===== config.mk =====
export PLATFORM = sky130hd
export DESIGN_NAME = laser_burst_tx
export DESIGN_NICKNAME = d
export VERILOG_FILES = /design/src/rtl/ewh_pkg.sv /design/src/rtl/sync_edge_detect.sv /design/src/rtl/laser_burst_tx.sv
export SDC_FILE = /design/constraint.sdc
export NUM_CORES = 1
export LEC_CHECK = 0
export BUFFER_PORTS_ARGS = -buffer_cell sky130_fd_sc_hd__clkbuf_2
export CAP_MARGIN = 20
export CORE_MARGIN = 2
export CORE_UTILIZATION = 59
export DETAILED_ROUTE_END_ITERATION = 16
export GPL_TIMING_DRIVEN = 0
export PLACE_DENSITY = 0.84
export SLEW_MARGIN = 20
export SYNTH_ARGS = -nofsm -noshare
export SYNTH_HDL_FRONTEND = slang
export SYNTH_SLANG_ARGS = --single-unit

===== constraint.sdc =====
create_clock -name clock -period 2.2 [get_ports clock]
set_input_delay 0.44 -clock clock [delete_from_list [all_inputs] [get_ports clock]]
set_output_delay 0.44 -clock clock [all_outputs]
set_load 0.01 [all_outputs]

===== src/rtl/ewh_pkg.sv =====
// Shared definitions for the laser burst transmitter.
//   state_e    : transmitter FSM states
//   FRAME_BITS : bit-times per frame (start + data + stop)
//   DATA_W     : data bits per frame, sent MSB first
//   cnt_w()    : counter width helper that never returns zero
package ewh_pkg;

  typedef enum logic [2:0] {
    ST_IDLE,
    ST_START,
    ST_DATA,
    ST_STOP,
    ST_COOLDOWN
  } state_e;

  localparam int FRAME_BITS = 6;
  localparam int DATA_W     = 4;

  function automatic int cnt_w(input int n);
    return (n > 1) ? $clog2(n) : 1;
  endfunction

endpackage


===== src/rtl/sync_edge_detect.sv =====
// Two-flop synchroniser for an asynchronous level, plus one extra flop
// for rising-edge detection. The rise pulse is registered.
//   clock : system clock
//   reset : synchronous, active-low
//   in    : raw asynchronous input
//   level : synchronised level, time-aligned with rise
//   rise  : one-cycle pulse on a low-to-high transition of the synchronised level
module sync_edge_detect (
  input  logic clock,
  input  logic reset,
  input  logic in,
  output logic level,
  output logic rise
);

  logic s1_q, s2_q, s3_q, rise_q;

  always_ff @(posedge clock) begin
    if (!reset) begin
      s1_q   <= 1'b0;
      s2_q   <= 1'b0;
      s3_q   <= 1'b0;
      rise_q <= 1'b0;
    end else begin
      s1_q   <= in;
      s2_q   <= s1_q;
      s3_q   <= s2_q;
      rise_q <= s2_q & ~s3_q;
    end
  end

  // s3 holds the same sample that produced rise_q, so the two stay aligned
  assign level = s3_q;
  assign rise  = rise_q;

endmodule


===== src/rtl/laser_burst_tx.sv =====
// Laser burst transmitter: a rising edge on the glove flex sensor fires
// FRAMES frames of {start=1, 4 data bits MSB first, stop=0}, each bit
// BIT_CYCLES clocks long, followed by a COOLDOWN_CYCLES quiet period.
//   clock      : system clock
//   reset      : synchronous, active-low
//   flex       : raw asynchronous flex-sensor level
//   enable     : high permits new bursts
//   glove_code : identity code, latched when a burst is accepted
//   laser      : registered laser drive
//   busy       : high from first laser cycle until cooldown ends
//   burst_done : one-cycle pulse on the first cooldown cycle
//   shot_count : bursts started since reset, wraps at 16 bits
module laser_burst_tx
  import ewh_pkg::*;
#(
  parameter int BIT_CYCLES      = 2500,
  parameter int FRAMES          = 4,
  parameter int COOLDOWN_CYCLES = 250000
) (
  input  logic              clock,
  input  logic              reset,
  input  logic              flex,
  input  logic              enable,
  input  logic [DATA_W-1:0] glove_code,
  output logic              laser,
  output logic              busy,
  output logic              burst_done,
  output logic [15:0]       shot_count
);

  localparam int BW = cnt_w(BIT_CYCLES);
  localparam int CW = cnt_w(COOLDOWN_CYCLES + 1);
  localparam int IW = cnt_w(DATA_W);
  localparam int FW = 4;

  state_e              state_q;
  logic [BW-1:0]       bit_cnt_q;
  logic [IW-1:0]       bit_idx_q;
  logic [FW-1:0]       frame_q;
  logic [CW-1:0]       cool_q;
  logic [DATA_W-1:0]   code_q;
  logic [15:0]         shot_q;
  logic                laser_q, busy_q, done_q;
  logic                flex_lvl, flex_rise, trig, bit_end;

  sync_edge_detect u_sync (
    .clock (clock),
    .reset (reset),
    .in    (flex),
    .level (flex_lvl),
    .rise  (flex_rise)
  );

  // rise always implies level; the AND states that a trigger is a fresh high level
  assign trig    = flex_rise & flex_lvl;
  assign bit_end = (bit_cnt_q == BW'(BIT_CYCLES - 1));

  always_ff @(posedge clock) begin
    if (!reset) begin
      state_q   <= ST_IDLE;
      bit_cnt_q <= '0;
      bit_idx_q <= '0;
      frame_q   <= '0;
      cool_q    <= '0;
      code_q    <= '0;
      shot_q    <= '0;
      laser_q   <= 1'b0;
      busy_q    <= 1'b0;
      done_q    <= 1'b0;
    end else begin
      done_q <= 1'b0;
      if (state_q != ST_IDLE && state_q != ST_COOLDOWN)
        bit_cnt_q <= bit_end ? '0 : bit_cnt_q + BW'(1);
      case (state_q)
        ST_IDLE: begin
          if (trig && enable) begin
            state_q   <= ST_START;
            laser_q   <= 1'b1;
            busy_q    <= 1'b1;
            code_q    <= glove_code;
            shot_q    <= shot_q + 16'd1;
            bit_cnt_q <= '0;
            frame_q   <= '0;
          end
        end
        ST_START: begin
          if (bit_end) begin
            state_q   <= ST_DATA;
            bit_idx_q <= '0;
            laser_q   <= code_q[DATA_W-1];
          end
        end
        ST_DATA: begin
          if (bit_end) begin
            if (bit_idx_q == IW'(DATA_W - 1)) begin
              state_q <= ST_STOP;
              laser_q <= 1'b0;
            end else begin
              bit_idx_q <= bit_idx_q + IW'(1);
              // next bit down from MSB: index DATA_W-1-(bit_idx_q+1)
              laser_q   <= code_q[IW'(DATA_W - 2) - bit_idx_q];
            end
          end
        end
        ST_STOP: begin
          if (bit_end) begin
            if (frame_q == FW'(FRAMES - 1)) begin
              state_q <= ST_COOLDOWN;
              done_q  <= 1'b1;
              cool_q  <= '0;
            end else begin
              state_q <= ST_START;
              frame_q <= frame_q + FW'(1);
              laser_q <= 1'b1;
            end
          end
        end
        ST_COOLDOWN: begin
          if (cool_q == CW'(COOLDOWN_CYCLES - 1)) begin
            state_q <= ST_IDLE;
            busy_q  <= 1'b0;
          end else begin
            cool_q <= cool_q + CW'(1);
          end
        end
        default: state_q <= ST_IDLE;
      endcase
    end
  end

  assign laser      = laser_q;
  assign busy       = busy_q;
  assign burst_done = done_q;
  assign shot_count = shot_q;

endmodule


Word-level counts from Yosys, hierarchy flattened
Cells that the tools add are included.
- bits in latches: 0
- input port bits: 8
- bits in read-only memories: 0
- RAM bits: 0
- register bits: 66
- word-level logic and storage cells: 96
- memories: 0
- output and inout port bits: 19
- equality and inequality tests: 19
- shifts and indexed selects: 0
- $mul: 0
- divide/modulo/power cells: 0
- bitwise logic cells: 3
- magnitude comparators: 1
- reductions and logical operators: 17
- muxes and demuxes: 36
- add/subtract/negate cells: 6
- operators by type and width (cell ; count):
    18-bit two-way mux ; 3
    12-bit two-way mux ; 4
    18-bit one-hot mux with 2 select lines ; 1
    3-bit two-way mux ; 7
    2-bit != test (second input constant) ; 10
    18-bit by 1-bit adder with 18-bit output (second input constant) ; 1
    18-bit equality test (second input constant) ; 1
    16-bit by 1-bit adder with 16-bit output (second input constant) ; 1
    3-bit one-hot mux with 5 select lines ; 1
    12-bit by 1-bit adder with 12-bit output (second input constant) ; 1
    12-bit equality test (second input constant) ; 1
    4-bit two-way mux ; 3
    4-bit AND reduction ; 3
    6-bit AND reduction ; 2
    1-bit two-way mux ; 9
    4-bit one-hot mux with 2 select lines ; 1
    2-bit nonzero test ; 4
    3-bit by 2-bit equality test with 1-bit output (second input constant) ; 2
    2-bit two-way mux ; 3
    3-bit AND reduction ; 2
    4-bit by 1-bit adder with 4-bit output (second input constant) ; 1
    4-bit by 2-bit equality test with 1-bit output (second input constant) ; 1
    1-bit one-hot mux with 4 select lines ; 1
    2-bit one-hot mux with 2 select lines ; 1
    16 further kinds ; 18

Logic depth before layout (Yosys ltp)
- word-level depth: 6
- depth in mapped cells: 7
- gate-level depth less buffers: 5

Cells and area by module
From an unflattened synthesis, not the netlist that was laid out.
- cells, all modules: 348
- area, all modules: 3111.7 um^2
- modules (own cells, without submodules) (module ; cells each ; instances ; area each (um^2)):
    laser_burst_tx ; 340 ; 1 ; 3000.4
    sync_edge_detect ; 8 ; 1 ; 111.4

Worst setup path after synthesis
OpenSTA, ideal clock, no wires.
- path type: register to register
- from: reg bit_cnt_q[0]
- to: reg bit_cnt_q[0]
- path slack: 306 ps
- path buffers: 2
- library setup time: 117 ps
- data arrival time: 1777 ps
- data required time: 2083 ps
- cell stages (with the launch flop): 8
- period minus slack after synthesis: 1894 ps
- cells stage by stage: dfxtp_1 -> ha_1 -> nor4bb_1 -> nand3_1 -> buf_2 -> o21ai_0 -> buf_2 -> nor2_1
- longest elaborated chain between the ends: 5
- elaborated cells on any way between the ends: 6
- those cells by class: add/sub (1); eq/ne (1); mux (4)
- ends and longest elaborated chain (element ; line ; text):
    start, declared ; laser_burst_tx.sv:37 ; logic [BW-1:0] bit_cnt_q;
    start signal, assigned ; laser_burst_tx.sv:73 ; bit_cnt_q <= bit_end ? '0 : bit_cnt_q + BW'(1);
    12-bit by 1-bit adder with 12-bit output or 12-bit equality test (tied branches) ; laser_burst_tx.sv:73, laser_burst_tx.sv:56 ;
    12-bit two-way mux ; laser_burst_tx.sv:73 ;
    12-bit two-way mux * ; laser_burst_tx.sv:72 ; if (state_q != ST_IDLE && state_q != ST_COOLDOWN)
    12-bit two-way mux ; laser_burst_tx.sv:76 ; if (trig && enable) begin
    12-bit two-way mux * ; laser_burst_tx.sv:74 ; case (state_q)
Every way passes the cells marked *; elsewhere a longest branch is shown, timed or not.
A chain may end at the register's enable or synchronous reset.

Final worst setup path
- from: reg bit_cnt_q[0]
- to: reg cool_q[16]
- longest elaborated chain between the ends: 3
- ends and longest elaborated chain (element ; line ; text):
    12-bit equality test ; laser_burst_tx.sv:56 ; assign bit_end = (bit_cnt_q == BW'(BIT_CYCLES - 1));
    2-bit != test (no line) ; -- ;
    4-bit AND reduction (no line) ; -- ;
    end signal, assigned ; laser_burst_tx.sv:123 ; cool_q <= cool_q + CW'(1);
    end, declared ; laser_burst_tx.sv:40 ; logic [CW-1:0] cool_q;
No other way between the ends.

==> flow_metrics.py <==
metrics = {
    "floorplanning": {
        "die-area_um2": 6023,
        "rows": 26,
        "coreArea_um2": 5172,
        "io_pins": 27,
        "fp.dieH_um": 77.61,
        "start_util_pct": 61.80,
        "die_w_um": 77.61,
    },
    "placed_design": {
        "dp.cells": 477,
        "dp_hpwl_mm": 5.039,
        "place_worst_setup_slack_ns": -0.08840,
        "io_buffer_count": 26,
        "postPlaceCellArea_um2": 3415,
        "gp_congestion": 0.8366,
    },
    "min_path": {
        "hold_path.class": "primary input to register",
        "worstHoldStart": "glove_code[1]",
        "whs_endpoint": "code_q[1]$_SDFFE_PN0P_",
        "whs_path_depth": 3,
    },
    "grt": {
        "met2_usage_pct": 38.88,
        "antenna_found_initial": 0,
        "grt_pass1_vias": 2641,
        "met1_usage_pct": 31.79,
        "use_met3_pct": 4.535,
        "grt_pass1_wl_mm": 11.77,
        "grt-ovfl-total": 0,
        "grt_busiest_layer": "met2",
        "globalRouteTotalUtil_pct": 24.09,
        "grt_max_degree": 12,
    },
    "timing": {
        "fin_crit_sh_pct": 91.80,
        "fmax_mhz": 495.1,
        "rsz0062_at_grt": "false",
        "min_period_ns": 2.020,
        "hold_viol": 0,
        "relSlewSlack_pct": 43.84,
        "tns_ns": 0,
        "setup_viol_count_final": 0,
        "slew_viol_final": 0,
        "fin_ws_ns": 0.1803,
        "finalClockSkew_ns": 0.01256,
        "tightestPinTransition_ns": 0.8360,
    },
    "critical_path": {
        "regToRegStartpoint": "bit_cnt_q[0]$_SDFF_PN0_",
        "worstPathRequired_ns": 2.42,
        "crit_fanout": 10,
        "cp-end-kind": "register",
        "worstRegToRegCells": 7,
        "regToRegSetupSlack_ns": 0.18,
        "worstPathArrival_ns": 2.24,
        "rr_endpoint": "cool_q[16]$_SDFFE_PN0P_",
        "critPathLaunchType": "register",
        "worstSetupPathType": "register to register",
    },
    "routing": {
        "wirelength_mm": 7.129,
        "ant_nets": 0,
        "dr.pass1.iters": 5,
        "dr_total_vias": 2988,
        "routedWlPerCell_um": 14.46,
        "initialDrtViolationCount": 218,
        "via_per_inst": 6.061,
        "drc": 0,
    },
    "power_and_ir_drop": {
        "ir_drop_mv": 0.4949,
        "p_leak_nw": 1.178,
        "power.density_nw_per_um2": 611.3,
        "finalPower_w": 0.002223,
    },
    "clock_network": {
        "path_clk_slew_ns": 0.07,
        "numCtsBuffers": 9,
        "htree_levels": 3,
        "clock_latency_ns": 0.34,
        "cts-resized-gates": 1,
        "hold_buffers": 0,
        "post_cts_buffers": 0,
        "clkSinkCount": 66,
        "tritoncts": "yes",
        "cts-root-buf": "clkbuf_8",
        "clk_path_buf_depth": 2,
    },
    "layout": {
        "instances_no_fill": 493,
        "antenna_cells": 0,
        "drive_gt1_share_pct": 12.77,
        "final_area_um2": 3636,
        "synthToLayoutAreaGrowth_pct": 13.74,
        "nFillCells": 416,
        "layout.nets": 431,
    },
    "synthesis": {
        "synthFlopType": "dfxtp_1",
        "synthMuxAreaShare_pct": 2.583,
        "synth_edf_count": 0,
        "synthArstFlopShare_pct": 0,
        "synth_compound_area_share_pct": 15.89,
        "yosys_register_bits": 66,
        "synth.net_count": 394,
        "synth_top_family_by_area": "simple AND/OR/NAND/NOR gates",
        "synthSimpleGateAreaFrac_pct": 28.77,
        "yosysSeqAreaShare_pct": 41.33,
        "synthAdderAreaFrac_pct": 1.957,
        "avgSynthCellArea_um2": 8.391,
        "synth_cell_type_count": 51,
        "syn-cell-area_um2": 3197,
        "synth_xor_area_share_pct": 5.479,
        "ys.warnings.count": 0,
        "syn_inst": 381,
    },
    "status": {
        "status": "finished, final reports clean",
    },
    "run": {
        "drv_cap": 0,
    },
}
-- logic make-up (layout without fill, tap and decap cells) --
logic type | after synthesis | after routing
mux | 7 | 7
buf+inv | 32 | 74
flops | 66 | 66
fa+ha+maj | 5 | 5
xor+xnor | 20 | 20
simple gates | 169 | 169
compound gates | 82 | 82
-- cell usage after synthesis, types with 7 or more instances --
cell      count  area, µm²
o21ai_0      18      90.09
a21oi_1      30      150.1
nor3_1       10      50.05
or3_1        14      87.58
nand2_1      33      123.9
inv_1         9      33.78
dfxtp_1      66       1321
and2_1        7      43.79
nand4_1      17      106.4
xnor2_1      15      131.4
clkbuf_1     14      52.55
nand3_1      17      85.08
nor2_1       27      101.4
nor4_1        8      50.05
-- critical path, stage by stage, from the launching register on --
cell and delay, ns:
dfxtp_1 0.43, ha_1 0.26, nor4bb_4 0.28, nand3_1 0.13, buf_2 0.24, o21ai_4 0.25, clkbuf_4 0.26, a21oi_1 0.06
-- power breakdown --
group / switching [W] / leakage [nW] / total, W / internal [W]
Sequential: 0.00000119 / 0.532 / 0.00120 / 0.00120
Clock: 0.000459 / 0.0893 / 0.000979 / 0.000520
Combinational: 0.0000309 / 0.557 / 0.0000458 / 0.0000149
Total: 0.000491 / 1.18 / 0.00222 / 0.00173
-- routing by layer --
layer,vias up,share of wire [%]
li1,1474,-
met1,1422,47
met2,78,47
met3,14,4.2
met4,0,1.8
met5,-,0
-- per-stage QoR --
step / utilization [%] / hold WS [ns]
2_1_floorplan: - / 0.4070
3_5_place_dp: 66.01 / 0.4294
4_1_cts: 69.74 / 0.3107
5_1_grt: 70.30 / 0.3186
6_report: 70.30 / 0.3208
3_3_place_gp: 66.01 / 0.4158
-- placed cells by master (no fill, tap or decap), types with 3 or more instances in the layout --
cell type  count
inv_1          9
clkbuf_1      16
buf_2          4
nand3_1       17
a31oi_1        3
o31ai_1        6
nand2_1       33
o211ai_1       6
or3_1         14
clkbuf_2      27
nor4_1         8
buf_1          3
nand2b_1       5
o21ai_0       17
and3_1         5
a21oi_1       30
clkbuf_8       9
a211oi_1       4
and4_1         4
mux2i_1        6
xor2_1         5
nor2_1        27
dfxtp_1       66
a311o_1        3
nor3_1         9
ha_1           5
or4_1          6
xnor2_1       15
and2_1         7
nand4_1       17
-- worst max path at each step --
| stage | from | slack, ns | endpoint |
|---|---|---|---|
| floorplan | bit_cnt_q[0]$_SDFF_PN0_ | 0.31 | bit_cnt_q[0]$_SDFF_PN0_ |
| global placement | bit_cnt_q[0]$_SDFF_PN0_ | -0.05 | bit_cnt_q[4]$_SDFF_PN0_ |
| detailed placement | bit_cnt_q[0]$_SDFF_PN0_ | -0.09 | cool_q[9]$_SDFFE_PN0P_ |
| CTS | bit_cnt_q[0]$_SDFF_PN0_ | 0.01 | cool_q[9]$_SDFFE_PN0P_ |
| global route | frame_q[0]$_SDFFE_PN0P_ | 0.02 | cool_q[16]$_SDFFE_PN0P_ |
| finish | bit_cnt_q[0]$_SDFF_PN0_ | 0.18 | cool_q[16]$_SDFFE_PN0P_ |
-- cell type report --
| cell class | count | area, µm² | share of cell area (%) |
|---|---|---|---|
| multi-input cells | 283 | 1780 | 48.97 |
| well taps | 70 | 87.58 | 2.409 |
| plain buffers | 23 | 96.34 | 2.650 |
| inverters | 9 | 33.78 | 0.9291 |
| flip-flops and latches | 66 | 1321 | 36.34 |
| clock buffers | 11 | 131.4 | 3.613 |
| clock inverters | 5 | 55.05 | 1.514 |
| repair buffers | 26 | 130.1 | 3.579 |
-- registers in the layout, indices dropped and copies added, names as in the netlist --
| register | cells |
|---|---|
| code_q | 4 |
| burst_done | 1 |
| bit_idx_q | 2 |
| u_sync.s1_q | 1 |
| u_sync.level | 1 |
| shot_count | 16 |
| frame_q | 4 |
| busy | 1 |
| bit_cnt_q | 12 |
| cool_q | 18 |
| u_sync.s2_q | 1 |
| laser | 1 |
| u_sync.rise | 1 |
| state_q | 3 |
No activity file was read; power rests on OpenSTA's default activity.
